===== src/rtl/mmio_if_mc_if.sv =====
// MCU-side 8-bit MMIO bus bundle for mmio_if_mc.
// Master drives strobes/address/data; slave returns registered read data and irq.
interface mmio_if_mc_if #(
  parameter int AW = 8
) ();
  logic          cs;
  logic          rd;
  logic          wr;
  logic [AW-1:0] addr;
  logic [7:0]    wdata;
  logic [7:0]    rdata;
  logic          rvalid;
  logic          irq;

  modport master (
    output cs, rd, wr, addr, wdata,
    input  rdata, rvalid, irq
  );

  modport slave (
    input  cs, rd, wr, addr, wdata,
    output rdata, rvalid, irq
  );
endinterface


===== src/rtl/mmio_if_mc.sv =====
// Multi-channel MMIO shadow for N fuzzy cores with double-buffered thresholds.
// Optional write-once threshold lock: define MMIO_THR_LOCK_EN.
module mmio_if_mc #(
  parameter int NCH  = 2,
  parameter int DW   = 8,
  parameter int NTHR = 24,
  parameter int AW   = 8
) (
  input  logic              clk,
  input  logic              rst_n,
  mmio_if_mc_if.slave       bus,
  output logic              start,
  output logic              init,
  output logic              reg_mode,
  output logic              dt_mode,
  output logic [NCH*DW-1:0] T_in,
  output logic [NCH*DW-1:0] dT_in,
  output logic [NTHR*DW-1:0] thr_act,
  input  logic              done,
  input  logic [NCH*8-1:0]  G_in
);

  localparam logic [AW-1:0] A_STATUS = AW'(0);
  localparam logic [AW-1:0] A_CTRL   = AW'(1);
  localparam logic [AW-1:0] A_CHSEL  = AW'(2);
  localparam logic [AW-1:0] A_T      = AW'(3);
  localparam logic [AW-1:0] A_G      = AW'(4);
  localparam logic [AW-1:0] A_DT     = AW'(5);
  localparam int            A_THR    = 16;

  // {neg,zero,pos} x {a,b,c,d}, first entry in the top byte
  localparam logic [95:0] RST_TAB =
    96'h80_80_C0_00_C0_00_00_40_00_40_80_80;

  typedef enum logic {IDLE, RUN} state_t;

  function automatic logic [DW-1:0] thr_rst(int i);
    logic [7:0] v;
    v = RST_TAB[(11 - (i % 12))*8 +: 8];
    return DW'($signed(v));
  endfunction

  state_t state, state_nx;

  logic [DW-1:0] t_reg  [NCH];
  logic [DW-1:0] dt_reg [NCH];
  logic [DW-1:0] shadow [NTHR];
  logic [DW-1:0] act    [NTHR];
  logic [7:0]    ch_sel;
  logic          irq_en;
  logic          commit;
  logic          done_f;
  logic          err_f;
  logic          cpend;
  logic          lock;

  logic [7:0]    wd;
  logic [DW-1:0] wd_x;
  logic          acc_wr;
  logic          acc_rd;
  logic          is_thr;
  logic          wr_status;
  logic          wr_ctrl;
  logic          wr_chsel;
  logic          wr_t;
  logic          wr_dt;
  logic          wr_thr;
  logic          bad_wr;
  logic          sel_ok;
  logic          busy;
  logic          busy_now;
  logic          start_req;
  logic          start_nx;
  logic          commit_nx;
  logic          lock_err;
  logic          fall;
  logic          copy;
  logic          done_nx;
  logic          err_nx;
  logic          cpend_nx;
  logic [7:0]    status;
  logic [7:0]    ctrl_rd;
  logic [DW-1:0] cur_t;
  logic [DW-1:0] cur_dt;
  logic [7:0]    cur_g;
  logic [7:0]    thr_rd;
  logic [7:0]    rd_val;

  assign wd   = bus.wdata;
  assign wd_x = DW'($signed(wd));
  assign busy = (state == RUN);

  always_comb begin
    acc_wr    = bus.cs & bus.wr;
    acc_rd    = bus.cs & bus.rd;
    is_thr    = (int'(bus.addr) >= A_THR) &&
                (int'(bus.addr) < A_THR + NTHR);
    wr_status = acc_wr & (bus.addr == A_STATUS);
    wr_ctrl   = acc_wr & (bus.addr == A_CTRL);
    wr_chsel  = acc_wr & (bus.addr == A_CHSEL);
    wr_t      = acc_wr & (bus.addr == A_T);
    wr_dt     = acc_wr & (bus.addr == A_DT) & ~dt_mode;
    wr_thr    = acc_wr & is_thr & ~lock;
    bad_wr    = acc_wr & ~is_thr &
                (bus.addr != A_STATUS) & (bus.addr != A_CTRL) &
                (bus.addr != A_CHSEL) & (bus.addr != A_T) &
                (bus.addr != A_DT);
    sel_ok    = int'(wd) < NCH;
  end

  // a start pulse already in flight counts as busy
  always_comb begin
    busy_now  = busy | start;
    start_req = wr_ctrl & wd[0];
    start_nx  = start_req & ~busy_now;
    commit_nx = wr_ctrl & wd[4] & ~lock;
    lock_err  = lock & ((acc_wr & is_thr) | (wr_ctrl & wd[4]));
    fall      = busy & done & ~init;
    copy      = (commit & ~(busy_now & ~init)) |
                ((cpend | commit) & fall);
    if (init) begin
      cpend_nx = 1'b0;
    end else if (copy) begin
      cpend_nx = 1'b0;
    end else if (commit) begin
      cpend_nx = 1'b1;
    end else begin
      cpend_nx = cpend;
    end
    done_nx = (done_f & ~(wr_status & wd[0])) | done;
    err_nx  = (err_f & ~(wr_status & wd[1])) |
              bad_wr | (wr_chsel & ~sel_ok) |
              (start_req & busy_now) | lock_err;
  end

  always_comb begin
    state_nx = state;
    unique case (state)
      IDLE: if (start) state_nx = RUN;
      RUN:  if (done) state_nx = IDLE;
      default: state_nx = IDLE;
    endcase
    if (init) state_nx = IDLE;
  end

  always_ff @(posedge clk or negedge rst_n) begin
    if (!rst_n) state <= IDLE;
    else        state <= state_nx;
  end

`ifdef MMIO_THR_LOCK_EN
  always_ff @(posedge clk or negedge rst_n) begin
    if (!rst_n)                lock <= 1'b0;
    else if (wr_ctrl & wd[6])  lock <= 1'b1;
  end
`else
  assign lock = 1'b0;
`endif

  always_ff @(posedge clk or negedge rst_n) begin
    if (!rst_n) begin
      start    <= 1'b0;
      init     <= 1'b0;
      commit   <= 1'b0;
      reg_mode <= 1'b1;
      dt_mode  <= 1'b1;
      irq_en   <= 1'b0;
      ch_sel   <= 8'd0;
      done_f   <= 1'b0;
      err_f    <= 1'b0;
      cpend    <= 1'b0;
      for (int k = 0; k < NCH; k++) begin
        t_reg[k]  <= '0;
        dt_reg[k] <= '0;
      end
      for (int i = 0; i < NTHR; i++) begin
        shadow[i] <= thr_rst(i);
        act[i]    <= thr_rst(i);
      end
    end else begin
      start  <= start_nx;
      init   <= wr_ctrl & wd[3];
      commit <= commit_nx;
      if (wr_ctrl) begin
        reg_mode <= wd[1];
        dt_mode  <= wd[2];
        irq_en   <= wd[5];
      end
      if (wr_chsel & sel_ok) ch_sel <= wd;
      for (int k = 0; k < NCH; k++) begin
        if (wr_t && ch_sel == 8'(k))  t_reg[k]  <= wd_x;
        if (wr_dt && ch_sel == 8'(k)) dt_reg[k] <= wd_x;
      end
      for (int i = 0; i < NTHR; i++) begin
        if (wr_thr && bus.addr == AW'(A_THR + i)) shadow[i] <= wd_x;
        if (copy) act[i] <= shadow[i];
      end
      done_f <= done_nx;
      err_f  <= err_nx;
      cpend  <= cpend_nx;
    end
  end

  always_comb begin
    cur_t  = '0;
    cur_dt = '0;
    cur_g  = 8'd0;
    thr_rd = 8'd0;
    for (int k = 0; k < NCH; k++) begin
      if (ch_sel == 8'(k)) begin
        cur_t  = t_reg[k];
        cur_dt = dt_reg[k];
        cur_g  = G_in[k*8 +: 8];
      end
    end
    for (int i = 0; i < NTHR; i++) begin
      if (bus.addr == AW'(A_THR + i)) thr_rd = shadow[i][7:0];
    end
    status  = {3'b000, lock, busy, cpend, err_f, done_f};
    ctrl_rd = {1'b0, lock, irq_en, 2'b00, dt_mode, reg_mode, 1'b0};
    unique case (1'b1)
      bus.addr == A_STATUS: rd_val = status;
      bus.addr == A_CTRL:   rd_val = ctrl_rd;
      bus.addr == A_CHSEL:  rd_val = ch_sel;
      bus.addr == A_T:      rd_val = cur_t[7:0];
      bus.addr == A_G:      rd_val = cur_g;
      bus.addr == A_DT:     rd_val = cur_dt[7:0];
      is_thr:               rd_val = thr_rd;
      default:              rd_val = 8'd0;
    endcase
  end

  // readback samples pre-write state, so rd&wr returns the old value
  always_ff @(posedge clk or negedge rst_n) begin
    if (!rst_n) begin
      bus.rdata  <= 8'd0;
      bus.rvalid <= 1'b0;
      bus.irq    <= 1'b0;
    end else begin
      bus.rvalid <= acc_rd;
      if (acc_rd) bus.rdata <= rd_val;
      bus.irq <= irq_en & done_f;
    end
  end

  always_comb begin
    for (int k = 0; k < NCH; k++) begin
      T_in[k*DW +: DW]  = t_reg[k];
      dT_in[k*DW +: DW] = dt_reg[k];
    end
    for (int i = 0; i < NTHR; i++) begin
      thr_act[i*DW +: DW] = act[i];
    end
  end

endmodule


===== src/flat_wrapper.sv =====
// flat-port wrapper written by rule: the top's interface ports become plain ports
module mmio_if_mc_flat 
#(
  parameter int NCH  = 2,
  parameter int DW   = 8,
  parameter int NTHR = 24,
  parameter int AW   = 8
)
  (clk, rst_n, start, init, reg_mode, dt_mode, T_in, dT_in, thr_act, done, G_in, bus_cs, bus_rd, bus_wr, bus_addr, bus_wdata, bus_rdata, bus_rvalid, bus_irq);
  mmio_if_mc_if #(.AW(AW)) bus_i ();
  input  logic clk;
  input  logic rst_n;
  output logic start;
  output logic init;
  output logic reg_mode;
  output logic dt_mode;
  output logic [NCH*DW-1:0] T_in;
  output logic [NCH*DW-1:0] dT_in;
  output logic [NTHR*DW-1:0] thr_act;
  input  logic done;
  input  logic [NCH*8-1:0] G_in;
  input wire logic [$bits(bus_i.cs)-1:0] bus_cs;
  input wire logic [$bits(bus_i.rd)-1:0] bus_rd;
  input wire logic [$bits(bus_i.wr)-1:0] bus_wr;
  input wire logic [$bits(bus_i.addr)-1:0] bus_addr;
  input wire logic [$bits(bus_i.wdata)-1:0] bus_wdata;
  output wire logic [$bits(bus_i.rdata)-1:0] bus_rdata;
  output wire logic [$bits(bus_i.rvalid)-1:0] bus_rvalid;
  output wire logic [$bits(bus_i.irq)-1:0] bus_irq;
  assign bus_i.cs = bus_cs;
  assign bus_i.rd = bus_rd;
  assign bus_i.wr = bus_wr;
  assign bus_i.addr = bus_addr;
  assign bus_i.wdata = bus_wdata;
  assign bus_rdata = bus_i.rdata;
  assign bus_rvalid = bus_i.rvalid;
  assign bus_irq = bus_i.irq;
  mmio_if_mc #(.NCH(NCH), .DW(DW), .NTHR(NTHR), .AW(AW)) u_core (.clk(clk), .rst_n(rst_n), .bus(bus_i), .start(start), .init(init), .reg_mode(reg_mode), .dt_mode(dt_mode), .T_in(T_in), .dT_in(dT_in), .thr_act(thr_act), .done(done), .G_in(G_in));
endmodule

===== config.mk =====
export PLATFORM = sky130hd
export DESIGN_NAME = mmio_if_mc_flat
export DESIGN_NICKNAME = d
export VERILOG_FILES = /design/src/rtl/mmio_if_mc_if.sv /design/src/rtl/mmio_if_mc.sv /design/src/flat_wrapper.sv
export SDC_FILE = /design/constraint.sdc
export NUM_CORES = 1
export LEC_CHECK = 0
export CAP_MARGIN = 5
export CORE_MARGIN = 2
export CORE_UTILIZATION = 30
export CTS_BUF_LIST = sky130_fd_sc_hd__clkbuf_8
export DETAILED_ROUTE_END_ITERATION = 8
export GPL_TIMING_DRIVEN = 0
export PLACE_DENSITY_LB_ADDON = 0.2
export SYNTH_ARGS = -nofsm -noshare
export SYNTH_HDL_FRONTEND = slang
export SYNTH_SLANG_ARGS = --single-unit

===== constraint.sdc =====
create_clock -name clk -period 2.8 [get_ports clk]
set_clock_uncertainty 0.15 [all_clocks]
set_input_delay 0.56 -clock clk [delete_from_list [all_inputs] [get_ports clk]]
set_output_delay 0.56 -clock clk [all_outputs]
set_load 0.005 [all_outputs]

==> summary.md, run 1 <==
| Metric | Value |
|---|---|
| PwrDens | `slightly above 500 nW/um^2` |
| Commonest non-fill, non-tap cells in the layout | `431 x mux2_2, 401 x dfrtp_1, 270 x clkdlybuf4s50_1` |
| Detail Placement HPWL | `56300 um` |
| Post-Layout Inst Area | `25700 um^2` |
| Final Util | `0.400` |
| Drt via density | `5.22` |
| Ys async rst share | `1.00` |
| Psw | `3.33 mW` |
| Failing checks | `negative setup slack` |
| Final setup fails | `1` |
| Sequential share of the synthesized area | `0.573` |
| Fin. Hold Viols | `0` |
| Die X-Extent | `roughly 260 um` |
| Clk network pwr share | `0.454` |
| Synthesis-stage register bit count | `444` |
| Fillers | `around 6200` |
| DR DRC count | `0` |
| Max stage delay on crit path | `550 ps` |
| I/O pin total | `about 280` |
| Post-synth cell types | `73` |
| Slew HR | `0.171` |
| Outcome | `complete, but fails checks` |
| Vias in the first global route | `15200` |
| Largest net degree at the start of global routing | `124` |
| Pwr Total | `around 13 mW` |
| Worst-Margin Slew | `between 1000 and 1500 ps` |
| Cts bufs inserted | `76` |
| Port bufs | `275` |
| Worst min path class | `primary input to async pin` |
| Drt first-iter violations | `1043` |
| Final worst-path cycle share | `1.01` |
| Layout area overhead | `32.2%` |
| CTS tree | `yes` |
| Crit-path slowest cell | `clkdlybuf4s50_1` |
| Nets | `1841` |
| CP Cell Sequence | `clkdlybuf4s50_1, clkbuf_4, buf_8, mux2_2, a22oi_1, a21oi_1, a211oi_2, a311oi_1, or3_1` |
| WP data required | `3190 ps` |
| Final Non-Filler Cells | `2725` |
| Final max-slew violation count | `0` |
| VDD IR-drop max | `250 uV` |
| Worst-case clock buffer depth | `3` |
| Placed cell area | `23400 um^2` |
| Worst-path maximum fanout | `10` |
| Initial Util | `0.303` |
| CP Capture Type | `flop` |
| CP Class | `primary input to flop` |
| Pleak | `approximately 12 nW` |
| Tmin final | `2840 ps` |
| First-pass GRT wire length | `roughly 110000 um` |
| Synth area leader | `dfrtp_1` |
| Avg Inst Size Synth | `roughly 14 um^2` |
| Post-Syn Instances | `1435` |
| Total Wirelength | `between 70000 and 80000 um` |
| Fin worst setup slack | `-38.9 ps` |
| Crit path DAT | `around 3200 ps` |
| Initial antenna violation count | `6` |
| Pint | `9.99 mW` |
| Most common cell after layout, fill and taps aside | `mux2_2` |
| Root buffer cell | `clkbuf_8` |
| Row cnt | `93` |
| Wire per inst | `about 28 um` |
| Combinational share of power | `0.057` |
| Layout cells sized above 1 | `0.402` |
| ANT nets after route | `0` |
| Switching Share | `0.250` |
| Post-Synthesis Cell Area | `19500 um^2` |
| Ys Warns | `0` |
| Synth top area cells | `dfrtp_1 52%, mux2_2 25%, dfstp_2 5.7%, clkbuf_1 1.3%, mux2i_1 1.2%` |
| Max Clk Rate | `approximately 0.35 GHz` |
| H-Tree Depth | `3` |
| Num Clock Sinks | `~440` |
| Vias | `14200` |
| RSZ-0062 raised after global routing | `yes` |
| Worst setup SP type | `primary input` |
| Synth Flop Type | `dfrtp_1` |
| Clock Pin Slew Worst Setup and Hold Paths | `60 ps` |
| Die H | `259 um` |
| Skew-Pair Late Insertion Delay | `between 600 and 700 ps` |
| Die footprint | `67000 um^2` |
| Core region area | `approximately 64000 um^2` |
| Maxcap violations | `0` |
| Grt ovf | `0` |
| Inst Count DP | `2570` |
| RePlAce Congestion | `0.938` |
| Syn Nets | `~1500` |
| Top-area cell type share of the netlist area | `0.517` |
| Initial DRT Pass Iterations | `7` |
| Post-synth EDFFs | `0` |
| Reg power frac | `0.489` |
| Global-route total usage across every layer | `0.229` |
repair_timing:
item,CTS,global route
pin swaps,8,8
endpoints found under the hold margin,76,0
hold buffers,1,0
setup buffers,10,8
setup endpoints to repair,366,143
resized for setup,139,52
critical path: cells and delay by family:
kind                   cells  cell delay (ps)
buffers and inverters      3             1010
AOI/OAI and AO/OA          4              840
and+or+nand+nor            1              410
muxes                      1              400
worst paths after layout:
check                                   startpoint                  end  slack, ps  depth (start not counted)
worst min-delay path                         rst_n   u_core.thr_act[76]        340                          2
min in group clk                u_core.thr_act[51]   u_core.thr_act[51]        360                          1
worst max register to register         u_core.init  u_core.thr_act[173]        150                          6
max in group asynchronous                    rst_n     u_core.ch_sel[0]        490                          4
worst min register to register  u_core.thr_act[51]   u_core.thr_act[51]        360                          1
worst max-delay path                   bus_addr[0]  u_core.bus.rdata[6]        -40                          9
state kept, by name, indices dropped and copies added, names as in the netlist, 8 cells and up:
signal,count
u_core.thr_act,192
u_core.ch_sel,8
u_core.shadow,192
u_core.dT_in,16
u_core.bus.rdata,8
u_core.T_in,16
synth_stat cells, types with 11 or more instances:
| cell | count |
|---|---|
| a211oi_1 | 11 |
| a21oi_1 | 36 |
| a22oi_1 | 14 |
| buf_1 | 12 |
| buf_2 | 13 |
| clkbuf_1 | 70 |
| dfrtp_1 | 402 |
| dfstp_2 | 42 |
| mux2_2 | 431 |
| mux2i_1 | 23 |
| nand2_1 | 50 |
| nand2b_1 | 12 |
| nand3_1 | 22 |
| nor2_1 | 38 |
| nor2b_1 | 22 |
| nor3_1 | 19 |
| o21ai_0 | 32 |
| o22ai_1 | 14 |
cell families (layout without fill, tap and decap cells):
group / count (synthesis) / count (layout) / share of synthesized area
muxes: 460 / 460 / 0.268
DFF: 444 / 444 / 0.573
and+or+nand+nor: 231 / 231 / 0.0666
AOI/OAI and AO/OA: 197 / 197 / 0.0715
buffers and inverters: 103 / 532 / 0.0207
other: 0 / 6 / 0
cell type report:
cell class,instances,area [um^2],area share
sequential,444,11200,0.434
multi-input combinational,888,8340,0.324
timing repair buffer,299,3060,0.119
clock buffer,93,1280,0.0497
tap,855,1070,0.0416
buffer,86,503,0.0195
clock inverter,46,283,0.0110
inverter,8,30.0,0.00117
antenna,6,15.0,0.000583
metal layers:
metal / wire length, um / up-vias / GRT usage
li1: - / 6059 / -
met1: 34100 / 7508 / 0.310
met2: 35600 / 541 / 0.366
met3: 4800 / 109 / 0.0448
met4: 2220 / 0 / 0.0796
met5: 0 / - / 0
through the flow:
step	setup WS [ps]	hold slack, ps	TNS [ps]
after detailed placement	-2200	346	-478340
after global placement	-18640	343	-8497530
after floorplan	81.5	114	0
after CTS	-21.5	335	-35.9
after global routing	-31.9	369	-31.9
final	-38.9	339	-38.9
power groups by stage:
stage	registers (mW)	logic (mW)	clock network, mW
floorplan	6.60	0.242	0
global placement	6.63	0.688	0
detailed placement	6.62	0.711	0
CTS	6.51	0.746	6.20
global route	6.51	0.810	6.49
finish	6.51	0.764	6.04
Power figures use the tool's default switching activity.
==> inputs of run 2 (changes only) <==
ABC_AREA = 1   (was not set)
==> summary.md, run 2 <==
| Metric | Value |
|---|---|
| Worst-case clock buffer depth | `3` |
| CTS tree | `yes` |
| Root buffer cell | `clkbuf_8` |
| Cts bufs inserted | `78` |
| Grt ovf | `0` |
| Synth Flop Type | `dfrtp_1` |
| H-Tree Depth | `3` |
| Synthesis-stage register bit count | `444` |
| Pleak | `between 10 and 15 nW` |
| Sequential Area | `around 11000 um^2` |
| Wire per inst | `approximately 21 um` |
| Clock Pin Slew Worst Setup and Hold Paths | `60 ps` |
| Global-route total usage across every layer | `0.203` |
| Skew-Pair Late Insertion Delay | `670 ps` |
| VDD IR-drop max | `312 uV` |
| First-pass GRT wire length | `96400 um` |
| Fillers | `6102` |
| I/O pin total | `276` |
| Layout cells sized above 1 | `0.204` |
| RSZ-0062 raised after global routing | `yes` |
| Worst-Margin Slew | `925 ps` |
| DR DRC count | `0` |
| Nets | `2302` |
| Core region area | `around 61000 um^2` |
| Outcome | `finished, final reports clean` |
| Drt via density | `4.88` |
| Tmin final | `2790 ps` |
| Initial antenna violation count | `2` |
| WP data required | `3190 ps` |
| Most common cell after layout, fill and taps aside | `nand2_1` |
| Final max-slew violation count | `0` |
| Setup TNS | `0 ps` |
| Max Clk Rate | `0.359 GHz` |
| Initial DRT Pass Iterations | `5` |
| Layout area overhead | `32.1%` |
| Worst-path maximum fanout | `6` |
| Worst min path class | `flop to flop` |
| Pwr Total | `13.1 mW` |
| Largest net degree at the start of global routing | `122` |
| Ys Warns | `0` |
| CP Capture Type | `flop` |
| Die H | `253 um` |
| RePlAce Congestion | `~0.89` |
| Vias | `15200` |
| Die X-Extent | `253 um` |
| Post-synth cell types | `37` |
| Maxcap violations | `0` |
| Footprint of the multi-input gates | `just under 7000 um^2` |
| Port bufs | `275` |
| Sequential share of the synthesized area | `0.602` |
| Top-area cell type share of the netlist area | `0.543` |
| Most numerous cell in the Yosys netlist | `nand2_1` |
| Hold depth | `2` |
| Commonest non-fill, non-tap cells in the layout | `492 x nand2_1, 402 x dfrtp_1, 266 x clkdlybuf4s50_1` |
| Num Clock Sinks | `444` |
| Drt first-iter violations | `1158` |
| Row cnt | `between 90 and 100` |
| Top post-synthesis cells by count | `513 x nand2_1, 402 x dfrtp_1, 232 x o21ai_0` |
| Fin. Hold Viols | `0` |
| Ys async rst share | `1.00` |
| Post-Syn Instances | `1879` |
| Worst setup SP type | `primary input` |
| Crit path DAT | `3170 ps` |
| Syn Nets | `1917` |
| Register-to-Register Path Depth | `16` |
| Detail Placement HPWL | `46900 um` |
| Vias in the first global route | `15300` |
| PwrDens | `533 nW/um^2` |
| Synth top area cells | `dfrtp_1 54%, nand2_1 10%, mux2_2 9.5%, o21ai_0 6.3%, dfstp_2 6.0%` |
| Post-synth EDFFs | `0` |
| Final worst-path cycle share | `0.996` |
| Final setup fails | `0` |
| Avg Inst Size Synth | `about 10 um^2` |
| Slew HR | `0.383` |
| Synth area leader | `dfrtp_1` |
| Die footprint | `about 64000 um^2` |
| Post-Synthesis Cell Area | `18500 um^2` |
| Total Wirelength | `between 60000 and 70000 um` |
| Initial Util | `0.302` |
| ANT nets after route | `0` |
| CP Class | `primary input to flop` |
-- run 2: cell types whose count changed after synthesis, moves of 13 or more --
cell     change
nand3_1     +13
a21oi_1     +29
o21ai_0    +200
nor2_1      +86
inv_1       +93
mux2i_1     -23
o22ai_1     -14
mux2_2     -275
nor2b_1     -22
nand2_1    +463
nand4_1     +34
-- run 2: metal layers --
layer / share of wire / global-route usage / vias up
met2: 0.46 / 0.317 / 555
met4: 0.026 / 0.0691 / 2
met1: 0.45 / 0.278 / 7551
met5: 0.00020 / 0 / -
li1: - / - / 6999
met3: 0.070 / 0.0474 / 100
-- run 2: layout make-up --
| type | instances | area share |
|---|---|---|
| sequential | 444 | 0.456 |
| multi-input combinational | 1240 | 0.283 |
| timing repair buffer | 304 | 0.125 |
| clock buffer | 103 | 0.0579 |
| tap | 790 | 0.0404 |
| inverter | 111 | 0.0173 |
| buffer | 85 | 0.0144 |
| clock inverter | 39 | 0.00639 |
| antenna | 1 | 0.000102 |
-- run 2: timing repair --
action | in CTS | in global routing
setup buffers | 13 | 12
hold endpoints to repair | 94 | 0
hold buffers | 1 | 0
setup endpoints to repair | 318 | 38
pin swaps | 41 | 56
gates resized for setup | 105 | 47
gates cloned | 1 | 0
-- run 2: final timing paths --
check / start / to / slack, ps
max: bus_addr[0] / u_core.bus.rdata[0] / 10
min: u_core.ch_sel[2] / u_core.ch_sel[2] / 320
max reg2reg: u_core.shadow[184] / u_core.bus.rdata[0] / 20
min reg2reg: u_core.ch_sel[2] / u_core.ch_sel[2] / 320
max in group asynchronous: rst_n / u_core.thr_act[77] / 860
min in group asynchronous: rst_n / u_core.thr_act[25] / 420
-- run 2: worst max-delay path: stages --
cell and delay (ps):
buf_4 150, inv_2 70, nor2_4 40, buf_12 120
nand2_8 90, nor2_4 60, buf_4 140, a21oi_2 90
nand4_1 130, nand2_2 110, nand4_1 170, nand2_1 140
nand4_1 130, nand2_1 130, nand4_1 170, nor2_2 160
nand4_1 180, nor2_1 180, nand4_1 150, nand2_1 120
nand2_1 50
-- run 2: cells by family after synthesis --
group                  Yosys count  synth area share
and+or+nand+nor                758             0.170
muxes                          156            0.0948
DFF                            444             0.602
buffers and inverters          196            0.0404
AOI/OAI and AO/OA              325            0.0931
-- run 2: power by group --
| part | internal [mW] | switching [mW] |
|---|---|---|
| clock network | 3.27 | 2.73 |
| logic | 0.169 | 0.371 |
| registers | 6.47 | 0.0399 |
-- run 2: per-stage QoR --
| step | std cells | worst slack [ps] | hold slack [ps] | util | area (um^2) |
|---|---|---|---|---|---|
| 3_3_place_gp | 2944 | -18800 | 307 | 0.363 | 22300 |
| 3_5_place_dp | 2947 | -1370 | 303 | 0.364 | 22400 |
| 6_report | 3117 | 12.1 | 322 | 0.399 | 24500 |
| 4_1_cts | 3104 | -18.2 | 305 | 0.395 | 24300 |
| 2_1_floorplan | 1879 | 372 | 114 | - | 18500 |
| 5_1_grt | 3117 | -74.9 | 345 | 0.399 | 24500 |
==> inputs of run 3 (changes only) <==
CORE_ASPECT_RATIO = 1.4   (was not set)
TNS_END_PERCENT = 50   (was not set)
clock period = 3.1 ns   (was 2.8 ns; I/O delays follow)
==> summary.md, run 3 (synthesized netlist as in run 2, its figures left out) <==
| Metric | Value |
|---|---|
| Die footprint | `63800 um^2` |
| Worst-Margin Slew | `975 ps` |
| VDD IR-drop max | `222 uV` |
| Total Wirelength | `approximately 67000 um` |
| Met3 usage | `0.0388` |
| Pleak | `10.8 nW` |
| ANT nets after route | `0` |
| Root buffer cell | `clkbuf_8` |
| Layout cells sized above 1 | `0.180` |
| Worst-path maximum fanout | `7` |
| Fin. Hold Viols | `0` |
| Vias in the first global route | `15600` |
| GRT busiest layer | `met2` |
| Crit. Startpoint | `bus_addr[5]` |
| Most common cell after layout, fill and taps aside | `nand2_1` |
| Outcome | `finished, final reports clean` |
| Sequential Area | `11200 um^2` |
| Met2 Use GR | `0.357` |
| PwrDens | `488 nW/um^2` |
| Worst-case clock buffer depth | `3` |
| Core region area | `61000 um^2` |
| Port bufs | `275` |
| CP Capture Type | `flop` |
| I/O pin total | `276` |
| Detail Placement HPWL | `48300 um` |
| RSZ-0062 raised after global routing | `yes` |
| Commonest non-fill, non-tap cells in the layout | `502 x nand2_1, 402 x dfrtp_1, 266 x clkdlybuf4s50_1` |
| Drt first-iter violations | `1255` |
| Initial antenna violation count | `3` |
| Final setup fails | `0` |
| WP data required | `3500 ps` |
| Layout area overhead | `30.5%` |
| Slew HR | `0.350` |
| Cts bufs inserted | `73` |
| Final worst-path cycle share | `0.960` |
| CP Class | `primary input to flop` |
| Fillers | `6210` |
| Largest net degree at the start of global routing | `110` |
| R2r endpoint | `u_core.bus.rdata[6]` |
| H-Tree Depth | `3` |
| DR DRC count | `0` |
| RR Startpoint | `u_core.shadow[182]` |
| Worst reg-to-reg setup slack | `between 150 and 200 ps` |
| Drt via density | `~4.8` |
| Vias | `15100` |
| Initial DRT Pass Iterations | `7` |
| Die H | `298 um` |
| Footprint of the multi-input gates | `6800 um^2` |
| Clock Pin Slew Worst Setup and Hold Paths | `60 ps` |
| Nets | `2280` |
| First-pass GRT wire length | `100000 um` |
| Worst setup SP type | `primary input` |
| Worst min path class | `primary input to async pin` |
| RePlAce Congestion | `a little under 0.9` |
| CTS tree | `yes` |
| Crit path DAT | `3380 ps` |
| Final max-slew violation count | `0` |
| Met1 Use GR | `0.260` |
| Maxcap violations | `0` |
| Num Clock Sinks | `444` |
| Register-to-Register Path Depth | `18` |
| Skew-Pair Late Insertion Delay | `680 ps` |
| Max Clk Rate | `0.336 GHz` |
| Worst hold slack | `approximately 330 ps` |
| Initial Util | `0.304` |
| Global-route total usage across every layer | `0.208` |
| CP endpoint | `u_core.bus.rdata[2]` |
| Final Util | `0.396` |
| Die X-Extent | `214 um` |
| Tmin final | `2980 ps` |
| Row cnt | `107` |
| Wire per inst | `21.4 um` |
| Grt ovf | `0` |
run 3: cell count changes in the layout (fill, tap and decap cells not counted), moves of 4 or more:
| cell | delta |
|---|---|
| nor2_1 | +10 |
| nand2_2 | -10 |
| nand3_2 | -7 |
| inv_2 | -5 |
| nand2_1 | +10 |
| clkbuf_8 | -9 |
| nand3_1 | +7 |
| buf_4 | -18 |
| nor2_2 | -7 |
| nor2_4 | -4 |
run 3: final cells by class:
type / count / share of cell area
clock buffers: 94 / 0.0535
plain buffers: 85 / 0.0140
clock inverters: 39 / 0.0102
repair buffers: 288 / 0.120
inverters: 111 / 0.0174
flip-flops and latches: 444 / 0.461
multi-input cells: 1239 / 0.281
diodes: 1 / 0.000103
well taps: 817 / 0.0422
run 3: worst max-delay path: stages:
cell and delay [ps]:
buf_4 130, inv_4 80, nand2_4 60, nor2_8 190
buf_6 140, nand3_4 100, buf_6 150, or2_0 200
nand2_1 100, nand4_1 150, nand2_1 140, nand4_1 150
nand2_1 140, nand4_1 160, nand2_2 120, nand4_1 160
nor2_2 180, nand3_2 120, nand2_2 90, nand2_1 50
nand2_1 60, nand2_1 60
run 3: per-layer routing:
| metal | vias to the layer above | part of all wire |
|---|---|---|
| met3 | 103 | 0.055 |
| met1 | 7551 | 0.42 |
| met2 | 472 | 0.50 |
| li1 | 6949 | - |
| met4 | 4 | 0.029 |
| met5 | - | 0.00043 |
run 3: worst min path at each step:
stage / from / endpoint / slack (ps) / cells past startpoint
after floorplan: rst_n / u_core.T_in[0] / 170 / 0
after global placement: u_core.ch_sel[2] / u_core.ch_sel[2] / 310 / 2
after detailed placement: u_core.ch_sel[2] / u_core.ch_sel[2] / 320 / 2
after CTS: u_core.ch_sel[2] / u_core.ch_sel[2] / 340 / 2
after global routing: u_core.shadow[30] / u_core.shadow[30] / 360 / 2
final: rst_n / u_core.thr_act[72] / 330 / 2
run 3: stage by stage:
stage               setup WS, ps  TNS [ps]  cells  instance area, um^2  power (mW)
floorplan                    612         0   1879                18500        6.09
global placement          -18300  -8084720   2971                22300        6.44
detailed placement         -1280   -244960   2975                22400        6.46
CTS                         -111      -112   3114                24100        12.0
global route               -2.13     -4.00   3118                24200        12.3
finish                       125         0   3118                24200        11.8
run 3: power breakdown:
part	leakage (nW)	total [mW]	internal [mW]	switching, mW
Clock	0.889	5.45	2.97	2.48
Sequential	5.89	5.88	5.84	0.0383
Combinational	3.98	0.479	0.145	0.334
run 3: timing repair:
action | 4_1_cts | 5_1_grt
buffers inserted | 5 | 3
pin swaps | 15 | 24
setup endpoints to repair | 154 | 9
hold buffers | 1 | 0
gates resized for setup | 47 | 49
endpoints found under the hold margin | 60 | 0
gates cloned | 0 | 0
